`src/rtl/ps2_key_if.sv`:
```
// ps2_key_if: raw PS/2 lines into the receiver and decoded key events out of it
interface ps2_key_if;
    logic       ps2_clk;
    logic       ps2_data;
    logic [7:0] key_code;
    logic       key_on;
    logic       key_ext;
    logic       frame_err;
    logic       busy;
    modport master (output ps2_clk, ps2_data, input key_code, key_on, key_ext, frame_err, busy);
    modport slave  (input ps2_clk, ps2_data, output key_code, key_on, key_ext, frame_err, busy);
endinterface

```
`src/rtl/ps2_key_receiver.sv`:
```
// ps2_key_receiver: PS/2 keyboard front-end producing one fixed-length strobe per new key press
module ps2_key_receiver #(
    parameter int FILTER_LEN      = 4,
    parameter int TIMEOUT         = 2000,
    parameter int PULSE_LEN       = 10,
    parameter int SUPPRESS_REPEAT = 1
) (
    input logic        clk,
    input logic        rst,
    ps2_key_if.slave   bus
);
    localparam int FW = $clog2(FILTER_LEN + 1);
    localparam int TW = $clog2(TIMEOUT + 1);
    localparam int PW = $clog2(PULSE_LEN + 1);
    typedef enum logic [1:0] {IDLE, RECV, DECODE} state_t;
    state_t          state_q, state_d;
    logic [1:0]      clk_s_q, clk_s_d, dat_s_q, dat_s_d;
    logic            filt_q, filt_d;
    logic [FW-1:0]   fcnt_q, fcnt_d;
    logic [3:0]      bitcnt_q, bitcnt_d;
    logic [9:0]      sh_q, sh_d;
    logic [TW-1:0]   tcnt_q, tcnt_d;
    logic            brk_q, brk_d, ext_q, ext_d, held_v_q, held_v_d;
    logic [8:0]      held_q, held_d;
    logic [7:0]      code_q, code_d;
    logic            kext_q, kext_d, err_q, err_d;
    logic [PW-1:0]   pcnt_q, pcnt_d;
    logic            fall, dat, match;
    logic [7:0]      byte_v;
    always_comb begin
        clk_s_d  = {clk_s_q[0], bus.ps2_clk};
        dat_s_d  = {dat_s_q[0], bus.ps2_data};
        dat      = dat_s_q[1];
        // the filtered level only follows after FILTER_LEN consecutive disagreeing samples
        fcnt_d   = '0;
        filt_d   = filt_q;
        if (clk_s_q[1] != filt_q) begin
            if (fcnt_q == FW'(FILTER_LEN - 1)) filt_d = clk_s_q[1];
            else fcnt_d = fcnt_q + 1'b1;
        end
        fall     = filt_q & ~filt_d;
        byte_v   = sh_q[7:0];
        match    = held_q == {ext_q, byte_v};
        state_d  = state_q;
        bitcnt_d = bitcnt_q;
        sh_d     = sh_q;
        tcnt_d   = tcnt_q;
        brk_d    = brk_q;
        ext_d    = ext_q;
        held_d   = held_q;
        held_v_d = held_v_q;
        code_d   = code_q;
        kext_d   = kext_q;
        err_d    = 1'b0;
        pcnt_d   = pcnt_q != '0 ? pcnt_q - 1'b1 : '0;
        case (state_q)
            IDLE: if (fall && !dat) begin
                state_d  = RECV;
                bitcnt_d = '0;
                tcnt_d   = '0;
            end
            RECV: if (fall) begin
                sh_d     = {dat, sh_q[9:1]};
                bitcnt_d = bitcnt_q + 1'b1;
                tcnt_d   = '0;
                if (bitcnt_q == 4'd9) state_d = DECODE;
            end else if (tcnt_q == TW'(TIMEOUT - 1)) begin
                state_d = IDLE;
                err_d   = 1'b1;
            end else tcnt_d = tcnt_q + 1'b1;
            DECODE: begin
                state_d = IDLE;
                if (!(^sh_q[8:0] && sh_q[9])) err_d = 1'b1;
                else if (byte_v == 8'hE0) ext_d = 1'b1;
                else if (byte_v == 8'hF0) brk_d = 1'b1;
                else if (brk_q) begin
                    if (match) held_v_d = 1'b0;
                    brk_d = 1'b0;
                    ext_d = 1'b0;
                end else if (SUPPRESS_REPEAT != 0 && held_v_q && match) ext_d = 1'b0;
                else begin
                    code_d   = byte_v;
                    kext_d   = ext_q;
                    held_d   = {ext_q, byte_v};
                    held_v_d = 1'b1;
                    ext_d    = 1'b0;
                    pcnt_d   = PW'(PULSE_LEN);
                end
            end
            default: state_d = IDLE;
        endcase
    end
    always_ff @(posedge clk or posedge rst) begin
        if (rst) begin
            state_q  <= IDLE;
            clk_s_q  <= '0;
            dat_s_q  <= '0;
            filt_q   <= 1'b0;
            fcnt_q   <= '0;
            bitcnt_q <= '0;
            sh_q     <= '0;
            tcnt_q   <= '0;
            brk_q    <= 1'b0;
            ext_q    <= 1'b0;
            held_q   <= '0;
            held_v_q <= 1'b0;
            code_q   <= '0;
            kext_q   <= 1'b0;
            err_q    <= 1'b0;
            pcnt_q   <= '0;
        end else begin
            state_q  <= state_d;
            clk_s_q  <= clk_s_d;
            dat_s_q  <= dat_s_d;
            filt_q   <= filt_d;
            fcnt_q   <= fcnt_d;
            bitcnt_q <= bitcnt_d;
            sh_q     <= sh_d;
            tcnt_q   <= tcnt_d;
            brk_q    <= brk_d;
            ext_q    <= ext_d;
            held_q   <= held_d;
            held_v_q <= held_v_d;
            code_q   <= code_d;
            kext_q   <= kext_d;
            err_q    <= err_d;
            pcnt_q   <= pcnt_d;
        end
    end
    assign bus.key_code  = code_q;
    assign bus.key_on    = pcnt_q != '0;
    assign bus.key_ext   = kext_q;
    assign bus.frame_err = err_q;
    assign bus.busy      = state_q == RECV;
endmodule

```
`src/flat_wrapper.sv`:
```
// flat-port wrapper written by rule: the top's interface ports become plain ports
module ps2_key_receiver_flat 
#(
    parameter int FILTER_LEN      = 4,
    parameter int TIMEOUT         = 2000,
    parameter int PULSE_LEN       = 10,
    parameter int SUPPRESS_REPEAT = 1
)
  (clk, rst, bus_ps2_clk, bus_ps2_data, bus_key_code, bus_key_on, bus_key_ext, bus_frame_err, bus_busy);
  ps2_key_if bus_i ();
  input logic clk;
  input logic rst;
  input wire logic [$bits(bus_i.ps2_clk)-1:0] bus_ps2_clk;
  input wire logic [$bits(bus_i.ps2_data)-1:0] bus_ps2_data;
  output wire logic [$bits(bus_i.key_code)-1:0] bus_key_code;
  output wire logic [$bits(bus_i.key_on)-1:0] bus_key_on;
  output wire logic [$bits(bus_i.key_ext)-1:0] bus_key_ext;
  output wire logic [$bits(bus_i.frame_err)-1:0] bus_frame_err;
  output wire logic [$bits(bus_i.busy)-1:0] bus_busy;
  assign bus_i.ps2_clk = bus_ps2_clk;
  assign bus_i.ps2_data = bus_ps2_data;
  assign bus_key_code = bus_i.key_code;
  assign bus_key_on = bus_i.key_on;
  assign bus_key_ext = bus_i.key_ext;
  assign bus_frame_err = bus_i.frame_err;
  assign bus_busy = bus_i.busy;
  ps2_key_receiver #(.FILTER_LEN(FILTER_LEN), .TIMEOUT(TIMEOUT), .PULSE_LEN(PULSE_LEN), .SUPPRESS_REPEAT(SUPPRESS_REPEAT)) u_core (.clk(clk), .rst(rst), .bus(bus_i));
endmodule
```
`config.mk`:
```
export PLATFORM = sky130hd
export DESIGN_NAME = ps2_key_receiver_flat
export DESIGN_NICKNAME = d
export VERILOG_FILES = /design/src/rtl/ps2_key_if.sv /design/src/rtl/ps2_key_receiver.sv /design/src/flat_wrapper.sv
export SDC_FILE = /design/constraint.sdc
export NUM_CORES = 1
export LEC_CHECK = 0
export ABC_AREA = 1
export BUFFER_PORTS_ARGS = -buffer_cell sky130_fd_sc_hd__buf_2
export CAP_MARGIN = 10
export CORE_ASPECT_RATIO = 0.6
export CORE_UTILIZATION = 55
export DETAILED_ROUTE_END_ITERATION = 6
export PLACE_DENSITY = 0.75
export SKIP_CTS_REPAIR_TIMING = 1
export SKIP_LAST_GASP = 1
export SYNTH_ARGS = -nofsm -noshare
export SYNTH_HDL_FRONTEND = slang
export SYNTH_SLANG_ARGS = --single-unit
```
`constraint.sdc`:
```
create_clock -name clk -period 1.98 [get_ports clk]
set_input_delay 0.297 -clock clk [delete_from_list [all_inputs] [get_ports clk]]
set_output_delay 0.297 -clock clk [all_outputs]
set_load 0.02 [all_outputs]
```
==> results.sh <==
export IMPL_ys_types=33
export IMPL_cts_tree="built"
export IMPL_avgRoutedWirePerCell_um=13.2
export IMPL_worstMarginPinSlew_ps=454
export IMPL_grt_antenna_before_repair=0
export IMPL_rows=19
export IMPL_synth_top_area_cell="dfrtp_1"
export IMPL_synth_area_mm2=0.00284
export IMPL_cts_clk_slew_worst_paths_ps=100
export IMPL_ys_warn_count=0
export IMPL_cp_cell_sequence="inv_1, ha_1, xor2_1, nand3_2, nand3_2, nor2_4, inv_2, nor2_4, buf_12, nand2_1, nand2_1"
export IMPL_regToRegStartpoint="u_core.sh_q[0]$_DFFE_PP0P_"
export IMPL_dpl_cell_area_mm2=0.00305
export IMPL_fin_skew_ps=12.8
export IMPL_core_area_mm2=0.00475
export IMPL_port_buffers=15
export IMPL_fmax_mhz=531
export IMPL_startpoint="u_core.sh_q[0]$_DFFE_PP0P_"
export IMPL_layout_drive_gt1_share=0.190
export IMPL_grt_usage=0.228
export IMPL_synth_xor_area_share=0.0432
export IMPL_cp_end_kind="register"
export IMPL_critPathLaunchType="register"
export IMPL_syn2layout_area_growth_pct=13.7
export IMPL_ys_ff_latch=52
export IMPL_grt_pass1_vias=2030
export IMPL_antenna_left=0
export IMPL_power_density_mw_per_mm2=815
export IMPL_grt_max_degree=35
export IMPL_fin_hold_ws_ps=-19.3
export IMPL_grt_pass1_wl_um=9500
export IMPL_max_slew_margin_rel=0.697
export IMPL_cp_required_ps=2220
export IMPL_worstSetupPathType="reg2reg"
export IMPL_crit_family="simple AND/OR/NAND/NOR gates"
export IMPL_wl_um=5750
export IMPL_vias=2224
export IMPL_clock_latency_ps=310
export IMPL_synthTopCellsByArea="dfrtp_1 46%, nand2_1 13%, ha_1 5.3%"
export IMPL_post_route_period_util=0.951
export IMPL_synth_adder_area_share=0.0530
export IMPL_cts_root_buf="clkbuf_8"
export IMPL_slowest_stage="dfrtp_1"
export IMPL_cts_sinks=52
export IMPL_dp_hpwl_um=4230
export IMPL_synthMuxAreaShare=0.00353
export IMPL_path_max_fanout=11
export IMPL_fin_area_mm2=0.00322
export IMPL_hp_class="in2async"
export IMPL_period_minus_slack_ps=1880
export IMPL_final_nets=388
export IMPL_io_pins=16
export IMPL_synth_area_per_cell_um2=8.27
export IMPL_synthSimpleGateAreaFrac=0.294
export IMPL_ys_seq_area_frac=0.459
export IMPL_path_buf_inv=3
export IMPL_synth_compound_area_share=0.0693
export IMPL_seq_power_share=0.468
export IMPL_cap_violations=0
export IMPL_crit_path_max_incr_delay_ps=390
export IMPL_internal_power_mw=1.78
export IMPL_fin_util=0.678
export IMPL_h_tree_depth=2
export IMPL_violations="negative hold slack"
export IMPL_synth_top_cell_area_share=0.459
export IMPL_netSwitchingPower_mw=0.842
export IMPL_setup_viol_count_final=0
export IMPL_peakVddDrop_uv=775
export IMPL_sw_frac_of_total=0.321
export IMPL_final_max_slew_viol_count=0
export IMPL_hold_viol=18
export IMPL_synthCells=343
export IMPL_gp_congestion=0.819
export IMPL_clockBufferDepth=2
export IMPL_die_area_mm2=0.00546
export IMPL_grt_setup_unrepaired="no"
export IMPL_avgViaCountPerCell=5.10
export IMPL_pwr_share_clk=0.298
export IMPL_synth_nets=359
export IMPL_grt_ovfl_total=0
export IMPL_drc_errors=0
export IMPL_n_antenna_cell=0
export IMPL_critPathArrivalTime_ps=2130
export IMPL_detailedPlace_worstSlack_ps=83.1
export IMPL_status="complete, but fails checks"
export IMPL_p_leak_nw=1.62
export IMPL_setup_slack_ps=96.8
export IMPL_firstDrtPassIters=5
export IMPL_die_x_um=94.7
export IMPL_fin_tns_setup_ps=0
export IMPL_die_h_um=57.6
export IMPL_combPwrFrac=0.234
export IMPL_drtIter0Drc=128
export IMPL_synth_top_family_by_area="simple AND/OR/NAND/NOR gates"
export IMPL_initial_core_util=0.596
export IMPL_cts_buffers=5
power by group through the flow:
stage                     combinational, mW  clock, mW  sequential (mW)
final                                 0.615      0.782             1.23
after global routing                  0.708      0.828             1.24
after CTS                             0.615      0.786             1.23
after detailed placement              0.611          0             1.25
after global placement                0.599          0             1.24
after floorplan                       0.463          0             1.24
cells in the final DEF, fill, tap and decap left out, types with 4 or more instances in the layout:
cell      instances
nor2_1           19
buf_4            12
o21ai_1          10
nor3_1            5
a21oi_1           5
o21ai_0          15
nand3_1          20
nand3_2           8
nand4_1           6
inv_2             6
dfrtp_1          51
nand2_2           4
inv_1            39
nand2_1         100
ha_1             10
xnor2_1          10
nor2_4            4
buf_2            15
clkbuf_8          6
xor2_1            4
flip-flops by register name, summed over array words and instances (netlist names):
signal / cells
u_core.pcnt_q: 4
u_core.ext_q: 1
u_core.bus.key_code: 7
u_core.brk_q: 1
u_core.dat_s_q: 2
u_core.held_q: 2
u_core.clk_s_q: 2
u_core.bitcnt_q: 4
u_core.bus.frame_err: 1
u_core.held_v_q: 1
u_core.state_q: 2
u_core.tcnt_q: 11
u_core.sh_q: 10
u_core.filt_q: 1
u_core.fcnt_q: 3
routing by layer:
| metal | vias to the layer above | routed length (µm) | global-route usage |
|---|---|---|---|
| li1 | 1144 | - | - |
| met5 | - | 0 | 0 |
| met4 | 0 | 25 | 0.0411 |
| met2 | 47 | 2410 | 0.325 |
| met3 | 4 | 228 | 0.0499 |
| met1 | 1029 | 3080 | 0.360 |
cells in the mapped netlist, drive strengths merged:
cell    count
nand2     104
buf         6
xor2        4
xnor2      10
a21boi      2
o31ai       1
o21ai      26
ha         12
nand3b      1
nand3      29
mux2i       1
a21oi       6
inv        45
clkbuf      1
nor2       25
or2         4
o22ai       1
dfrtp      52
nor3        7
nand4       6
through the flow:
| step | power, mW | std cells |
|---|---|---|
| 5_1_grt | 2.78 | 436 |
| 6_report | 2.63 | 436 |
| 4_1_cts | 2.63 | 435 |
| 3_3_place_gp | 1.84 | 427 |
| 3_5_place_dp | 1.86 | 427 |
| 2_1_floorplan | 1.70 | 343 |
final cells by class:
cell class | count | area (µm²)
well taps | 63 | 78.8
fillers | 391 | 1530
clock inverters | 2 | 38.8
clock buffers | 6 | 82.6
inverters | 45 | 169
multi-input cells | 239 | 1350
repair buffers | 29 | 205
flip-flops and latches | 52 | 1300
cells by family after synthesis:
| family | Yosys count |
|---|---|
| and+or+nand+nor | 176 |
| buffers and inverters | 52 |
| DFF | 52 |
| AOI/OAI and AO/OA | 36 |
| xor gates and xnor gates | 14 |
| adders and majority gates | 12 |
| muxes | 1 |
worst paths after layout:
check | slack [ps] | cells after the start | endpoint
worst max register to register | 100 | 11 | u_core.held_q[8]$_DFFE_PP0P_
min in group clk | 90 | 1 | u_core.clk_s_q[0]$_DFF_PP0_
worst min register to register | 360 | 0 | u_core.dat_s_q[1]$_DFF_PP0_
worst max-delay path | 100 | 11 | u_core.held_q[8]$_DFFE_PP0P_
max in group asynchronous | 1470 | 3 | u_core.bitcnt_q[2]$_DFFE_PP0P_
worst min-delay path | -20 | 2 | u_core.bus.key_code[6]$_DFFE_PP0P_
Note: power is estimated with default switching activity, not from simulation.
